### config.mk
export PLATFORM = sky130hd
export DESIGN_NAME = spi_master_flat
export DESIGN_NICKNAME = d
export VERILOG_FILES = /design/src/rtl/spi_pkg.sv /design/src/rtl/spi_master_if.sv /design/src/rtl/spi_clk_div.sv /design/src/rtl/spi_master.sv /design/src/flat_wrapper.sv
export SDC_FILE = /design/constraint.sdc
export NUM_CORES = 1
export LEC_CHECK = 0
export ABC_AREA = 1
export BUFFER_PORTS_ARGS = -buffer_cell sky130_fd_sc_hd__buf_4
export CORE_ASPECT_RATIO = 0.7
export CORE_MARGIN = 2
export CORE_UTILIZATION = 25
export DETAILED_ROUTE_END_ITERATION = 12
export HOLD_SLACK_MARGIN = 0.03
export MAX_ROUTING_LAYER = met4
export SLEW_MARGIN = 20
export SYNTH_ARGS = -nofsm -noshare
export SYNTH_HDL_FRONTEND = slang
export SYNTH_HIERARCHICAL = 1
export SYNTH_SLANG_ARGS = --single-unit
### constraint.sdc
create_clock -name FPGA_clk -period 2.35 [get_ports FPGA_clk]
set_input_delay 0.235 -clock FPGA_clk [delete_from_list [all_inputs] [get_ports FPGA_clk]]
set_output_delay 0.235 -clock FPGA_clk [all_outputs]
set_load 0.1 [all_outputs]
### src/rtl/spi_pkg.sv
// Types and default frame geometry shared by the SPI master and slave sides.
package spi_pkg;

    localparam int unsigned SpiDataWidth = 16;
    localparam int unsigned SpiClkDiv    = 4;

    typedef enum logic [2:0] {
        StIdle,
        StSetup,
        StHigh,
        StLow,
        StHold,
        StGap
    } spi_state_e;

endpackage

### src/rtl/spi_master_if.sv
// Control handshake and SPI pin bundle; master is the controller's view, slave its partner's.
interface spi_master_if #(
    parameter int unsigned DATA_WIDTH = spi_pkg::SpiDataWidth
) ();

    logic                  start;
    logic [DATA_WIDTH-1:0] tx_data;
    logic [DATA_WIDTH-1:0] rx_data;
    logic                  busy;
    logic                  done;
    logic                  SCLK;
    logic                  SSEL;
    logic                  MOSI;
    logic                  MISO;

    modport master (
        input  start, tx_data, MISO,
        output rx_data, busy, done, SCLK, SSEL, MOSI
    );

    modport slave (
        output start, tx_data, MISO,
        input  rx_data, busy, done, SCLK, SSEL, MOSI
    );

endinterface

### src/rtl/spi_clk_div.sv
// Free-running CLK_DIV terminal-count tick generator with synchronous clear.
module spi_clk_div #(
    parameter int unsigned CLK_DIV = spi_pkg::SpiClkDiv
) (
    input  logic clk_i,
    input  logic rst_i,
    input  logic clear_i,
    output logic tick_o
);

    localparam int unsigned CntW = $clog2(CLK_DIV);
    localparam logic [CntW-1:0] LastCnt = CntW'(CLK_DIV - 1);

    logic [CntW-1:0] cnt_q, cnt_d;

    always_comb begin
        cnt_d = cnt_q + 1'b1;
        if (clear_i || (cnt_q == LastCnt)) begin
            cnt_d = '0;
        end
    end

    always_ff @(posedge clk_i or posedge rst_i) begin
        if (rst_i) begin
            cnt_q <= '0;
        end else begin
            cnt_q <= cnt_d;
        end
    end

    assign tick_o = (cnt_q == LastCnt);

endmodule

### src/rtl/spi_master.sv
// Mode-0 SPI master: one full-duplex MSB-first frame per accepted start pulse.
module spi_master
    import spi_pkg::*;
#(
    parameter int unsigned DATA_WIDTH = SpiDataWidth,
    parameter int unsigned CLK_DIV    = SpiClkDiv
) (
    input  logic         FPGA_clk,
    input  logic         FPGA_rst,
    spi_master_if.master bus_io
);

    localparam int unsigned BitW = $clog2(DATA_WIDTH);
    localparam logic [BitW-1:0] LastBit = BitW'(DATA_WIDTH - 1);

    spi_state_e            state_q, state_d;
    logic [DATA_WIDTH-1:0] tx_sh_q, tx_sh_d;
    logic [DATA_WIDTH-1:0] rx_sh_q, rx_sh_d;
    logic [DATA_WIDTH-1:0] rx_data_q, rx_data_d;
    logic [BitW-1:0]       bit_cnt_q, bit_cnt_d;
    logic                  sclk_q, sclk_d;
    logic                  ssel_q, ssel_d;
    logic                  busy_q, busy_d;
    logic                  done_q, done_d;
    logic                  tick;
    logic                  div_clear;

    // Holding the divider cleared in idle aligns every timed state to the accepting edge.
    assign div_clear = (state_q == StIdle);

    spi_clk_div #(
        .CLK_DIV(CLK_DIV)
    ) u_clk_div (
        .clk_i  (FPGA_clk),
        .rst_i  (FPGA_rst),
        .clear_i(div_clear),
        .tick_o (tick)
    );

    always_comb begin
        state_d   = state_q;
        tx_sh_d   = tx_sh_q;
        rx_sh_d   = rx_sh_q;
        rx_data_d = rx_data_q;
        bit_cnt_d = bit_cnt_q;
        sclk_d    = sclk_q;
        ssel_d    = ssel_q;
        busy_d    = busy_q;
        done_d    = 1'b0;
        unique case (state_q)
            StIdle: begin
                if (bus_io.start) begin
                    tx_sh_d   = bus_io.tx_data;
                    bit_cnt_d = '0;
                    ssel_d    = 1'b0;
                    busy_d    = 1'b1;
                    state_d   = StSetup;
                end
            end
            StSetup: begin
                if (tick) begin
                    sclk_d  = 1'b1;
                    state_d = StHigh;
                end
            end
            StHigh: begin
                if (tick) begin
                    sclk_d  = 1'b0;
                    rx_sh_d = {rx_sh_q[DATA_WIDTH-2:0], bus_io.MISO};
                    tx_sh_d = {tx_sh_q[DATA_WIDTH-2:0], 1'b0};
                    state_d = StLow;
                end
            end
            StLow: begin
                // The final bit keeps its low half-period before HOLD, giving SSEL its
                // full (2*DATA_WIDTH+2)*CLK_DIV low time.
                if (tick) begin
                    if (bit_cnt_q == LastBit) begin
                        state_d = StHold;
                    end else begin
                        bit_cnt_d = bit_cnt_q + 1'b1;
                        sclk_d    = 1'b1;
                        state_d   = StHigh;
                    end
                end
            end
            StHold: begin
                if (tick) begin
                    ssel_d    = 1'b1;
                    tx_sh_d   = '0;
                    rx_data_d = rx_sh_q;
                    done_d    = 1'b1;
                    state_d   = StGap;
                end
            end
            StGap: begin
                if (tick) begin
                    busy_d  = 1'b0;
                    state_d = StIdle;
                end
            end
            default: state_d = StIdle;
        endcase
    end

    always_ff @(posedge FPGA_clk or posedge FPGA_rst) begin
        if (FPGA_rst) begin
            state_q   <= StIdle;
            tx_sh_q   <= '0;
            rx_sh_q   <= '0;
            rx_data_q <= '0;
            bit_cnt_q <= '0;
            sclk_q    <= 1'b0;
            ssel_q    <= 1'b1;
            busy_q    <= 1'b0;
            done_q    <= 1'b0;
        end else begin
            state_q   <= state_d;
            tx_sh_q   <= tx_sh_d;
            rx_sh_q   <= rx_sh_d;
            rx_data_q <= rx_data_d;
            bit_cnt_q <= bit_cnt_d;
            sclk_q    <= sclk_d;
            ssel_q    <= ssel_d;
            busy_q    <= busy_d;
            done_q    <= done_d;
        end
    end

    assign bus_io.SCLK    = sclk_q;
    assign bus_io.SSEL    = ssel_q;
    assign bus_io.MOSI    = tx_sh_q[DATA_WIDTH-1];
    assign bus_io.busy    = busy_q;
    assign bus_io.done    = done_q;
    assign bus_io.rx_data = rx_data_q;

endmodule

### src/flat_wrapper.sv
// flat-port wrapper written by rule: the top's interface ports become plain ports
module spi_master_flat import spi_pkg::*;
#(
    parameter int unsigned DATA_WIDTH = SpiDataWidth,
    parameter int unsigned CLK_DIV    = SpiClkDiv
)
  (FPGA_clk, FPGA_rst, bus_io_start, bus_io_tx_data, bus_io_MISO, bus_io_rx_data, bus_io_busy, bus_io_done, bus_io_SCLK, bus_io_SSEL, bus_io_MOSI);
  spi_master_if #(.DATA_WIDTH(DATA_WIDTH)) bus_io_i ();
  input  logic FPGA_clk;
  input  logic FPGA_rst;
  input wire logic [$bits(bus_io_i.start)-1:0] bus_io_start;
  input wire logic [$bits(bus_io_i.tx_data)-1:0] bus_io_tx_data;
  input wire logic [$bits(bus_io_i.MISO)-1:0] bus_io_MISO;
  output wire logic [$bits(bus_io_i.rx_data)-1:0] bus_io_rx_data;
  output wire logic [$bits(bus_io_i.busy)-1:0] bus_io_busy;
  output wire logic [$bits(bus_io_i.done)-1:0] bus_io_done;
  output wire logic [$bits(bus_io_i.SCLK)-1:0] bus_io_SCLK;
  output wire logic [$bits(bus_io_i.SSEL)-1:0] bus_io_SSEL;
  output wire logic [$bits(bus_io_i.MOSI)-1:0] bus_io_MOSI;
  assign bus_io_i.start = bus_io_start;
  assign bus_io_i.tx_data = bus_io_tx_data;
  assign bus_io_i.MISO = bus_io_MISO;
  assign bus_io_rx_data = bus_io_i.rx_data;
  assign bus_io_busy = bus_io_i.busy;
  assign bus_io_done = bus_io_i.done;
  assign bus_io_SCLK = bus_io_i.SCLK;
  assign bus_io_SSEL = bus_io_i.SSEL;
  assign bus_io_MOSI = bus_io_i.MOSI;
  spi_master #(.DATA_WIDTH(DATA_WIDTH), .CLK_DIV(CLK_DIV)) u_core (.FPGA_clk(FPGA_clk), .FPGA_rst(FPGA_rst), .bus_io(bus_io_i));
endmodule
==> impl_metrics.tcl <==
set metrics [dict create \
    avgSynthCellArea_um2 8.62 \
    grtUsageMet3 0.0178 \
    wire_per_inst_um 10.8 \
    cts_sinks 61 \
    crit_arrival_ns 1.87 \
    crit_path_end_kind "flop" \
    max_cap_violations 0 \
    grt_pass1_wl_um 9720 \
    required_ns 2.52 \
    multi_input_area_mm2 0.00112 \
    cts_tree "done" \
    dp.cells 518 \
    hp-class "input port to flop" \
    peakVddDrop_v 0.000332 \
    area_growth_pct 24.4 \
    startpoint_type "flop" \
    io-pin-count 41 \
    cts_max_level 3 \
    period_share 0.722 \
    p_leak_nw 1.85 \
    overflow 0 \
    antenna_found_initial 0 \
    core_mm2 0.0112 \
    syn-cell-area_mm2 0.00291 \
    routed_wl_um 5770 \
    die-area_mm2 0.0125 \
    seq_area_frac_synth 0.526 \
    hold_viol 0 \
    rsz0062_at_grt "false" \
    grtUsageMet2 0.134 \
    status "finished clean" \
    grtUsageTotal 0.102 \
    tns_ns 0 \
    reg2reg_from "u_core/state_q[2]" \
    num_vias 2182 \
    fp.dieW_um 133 \
    drive_gt1_frac 0.236 \
    clockRootBuffer "clkbuf_16" \
    synth.area.top_cells "dfrtp_1 (52%), nand2_1 (18%), o21ai_2 (4.5%)" \
    first_pass_iters 4 \
    nets 399 \
    clkTransAtPathRegs_ns 0.05 \
    fin_cells 535 \
    yosys_warnings 6 \
    fmax_mhz 589 \
    grt_max_degree 42 \
    syn_nets 359 \
    setup_viol 0 \
    viasPerCell 4.08 \
    worstHoldStart "bus_io_MISO" \
    crit_type "flop to flop" \
    grtUsageMet1 0.146 \
    crit_path_start "u_core/state_q[2]" \
    gp_congestion 0.761 \
    cts_made_buffers 9 \
    ys_ff_latch 61 \
    worstPathMaxFanout 33 \
    post_cts_buffers 0 \
    pwr_density_cell_mw_per_mm2 676 \
    n_fill_cell 1169 \
    hpwl_um 3970 \
    slew_viol_final 0 \
    busiest_layer "met1" \
    synthCells 337 \
    ant_nets 0 \
    skew_ns 0.00731 \
    num_antenna_cells 0 \
    tightest_slew_ns 0.566 \
    die_h_um 94.2 \
    clockBufferDepth 2 \
    ys_types 27 \
    drc_errors 0 \
    grt_pass1_vias 1994 \
    worst_skew_pair.late_latency_ns 0.32 \
    num_rows 32 \
    start_util 0.260 \
    period_needed_ns 1.70 \
    register_area_mm2 0.00153 \
    synth_top_area_frac 0.517 \
    io_buffers 40 \
    initialDrtViolationCount 111 \
    relSlewSlack 0.622 \
    yosysTopAreaCell "dfrtp_1" \
]
[repair_timing]
action,CTS,global route
hold endpoints to repair,20,0
gates resized for setup,0,0
hold buffers,1,0
setup endpoints to repair,0,0
[worst paths after layout]
path	endpoint	slack, ns	cells after the start
setup / recovery	u_core/rx_sh_q[12]	0.65	4
hold / removal	u_core/rx_sh_q[0]	0.13	3
setup reg to reg	u_core/rx_sh_q[12]	0.65	4
hold reg to reg	u_core/u_clk_div/cnt_q[0]	0.43	1
max in group asynchronous	u_core/bus_io.SSEL	1.21	4
min in group asynchronous	u_core/u_clk_div/cnt_q[0]	0.37	3
[where the power goes]
| group | switching, W | internal [W] |
|---|---|---|
| Sequential | 0.00000271 | 0.00106 |
| Clock | 0.000431 | 0.000878 |
| Combinational | 0.0000398 | 0.0000340 |
| Total | 0.000474 | 0.00197 |
[cell families after synthesis]
kind of cell | count (synthesis) | synth area share
flip-flops | 61 | 0.526
XOR/XNOR | 1 | 0.00302
adder cells (fa/ha/maj) | 2 | 0.00861
AND/OR/NAND/NOR | 186 | 0.285
buffers and inverters | 47 | 0.0874
AO/OA/AOI/OAI | 40 | 0.0904
[Yosys cell counts]
master and instances:
nand2_1 138, dfrtp_1 60, inv_1 28, nand3_1 23, o21ai_0 18, o21ai_2 15, nor2_1 10, buf_6 8
buf_2 4, inv_2 4, o21ai_1 4, nor2_4 3, buf_4 2, ha_1 2, nand2_2 2, nand2_4 2
nand3_2 2, nand3b_1 2, nor2_8 2, a21oi_1 1, a21oi_2 1, and3_1 1, dfstp_2 1, inv_6 1
nand4_1 1, o211ai_1 1, xor2_1 1
[metal layers]
layer	part of all wire	vias up	wire, µm
met3	0.029	4	169
li1	-	1130	-
met1	0.55	1018	3160
met5	0	-	0
met2	0.41	30	2360
met4	0.014	0	82
[worst max-delay path, stage by stage, from the launching register on]
cell     delay, ns
dfrtp_1       0.54
nor2_4        0.20
nand2_4       0.16
nor2_4        0.50
o21ai_0       0.16
[cell usage in the layout, fill, tap and decap left out, drive strengths merged]
cell type | Yosys | routed
a21oi | 2 | 2
dfstp | 1 | 1
buf | 14 | 42
nand3 | 25 | 25
clkbuf | 0 | 13
inv | 33 | 33
o21ai | 37 | 37
ha | 2 | 2
nand4 | 1 | 1
and3 | 1 | 1
dlygate4sd3 | 0 | 1
bufinv | 0 | 1
nand3b | 2 | 2
o211ai | 1 | 1
nand2 | 142 | 142
clkinvlp | 0 | 2
nor2 | 15 | 15
dfrtp | 60 | 60
xor2 | 1 | 1
[registers in the layout (all words and copies together) (netlist names)]
signal and count:
u_core/rx_sh_q 16, u_core/state_q 3, u_core/bus_io.rx_data 16, u_core/bus_io.busy 1
u_core/bus_io.SSEL 1, u_core/bus_io.done 1, u_core/bit_cnt_q 4, u_core/tx_sh_q 16
u_core/bus_io.SCLK 1, u_core/u_clk_div/cnt_q 2
[area by class of cell]
class	instances	share of cell area
inverter	33	0.0357
clock buffer	13	0.0720
sequential	61	0.423
clock inverter	3	0.0125
tap	153	0.0530
multi-input combinational	229	0.311
timing repair buffer	43	0.0935
[through the flow]
step / cell area, µm² / power [W] / hold slack, ns / setup slack (ns) / util
floorplan: 2910 / 0.00111 / -0.0238 / 0.660 / -
global placement: 3300 / 0.00115 / 0.108 / 0.692 / 0.295
detailed placement: 3300 / 0.00115 / 0.111 / 0.613 / 0.295
CTS: 3610 / 0.00249 / 0.131 / 0.614 / 0.324
global route: 3610 / 0.00255 / 0.141 / 0.464 / 0.324
finish: 3610 / 0.00244 / 0.133 / 0.653 / 0.324
(Power assumes the default switching activity.)
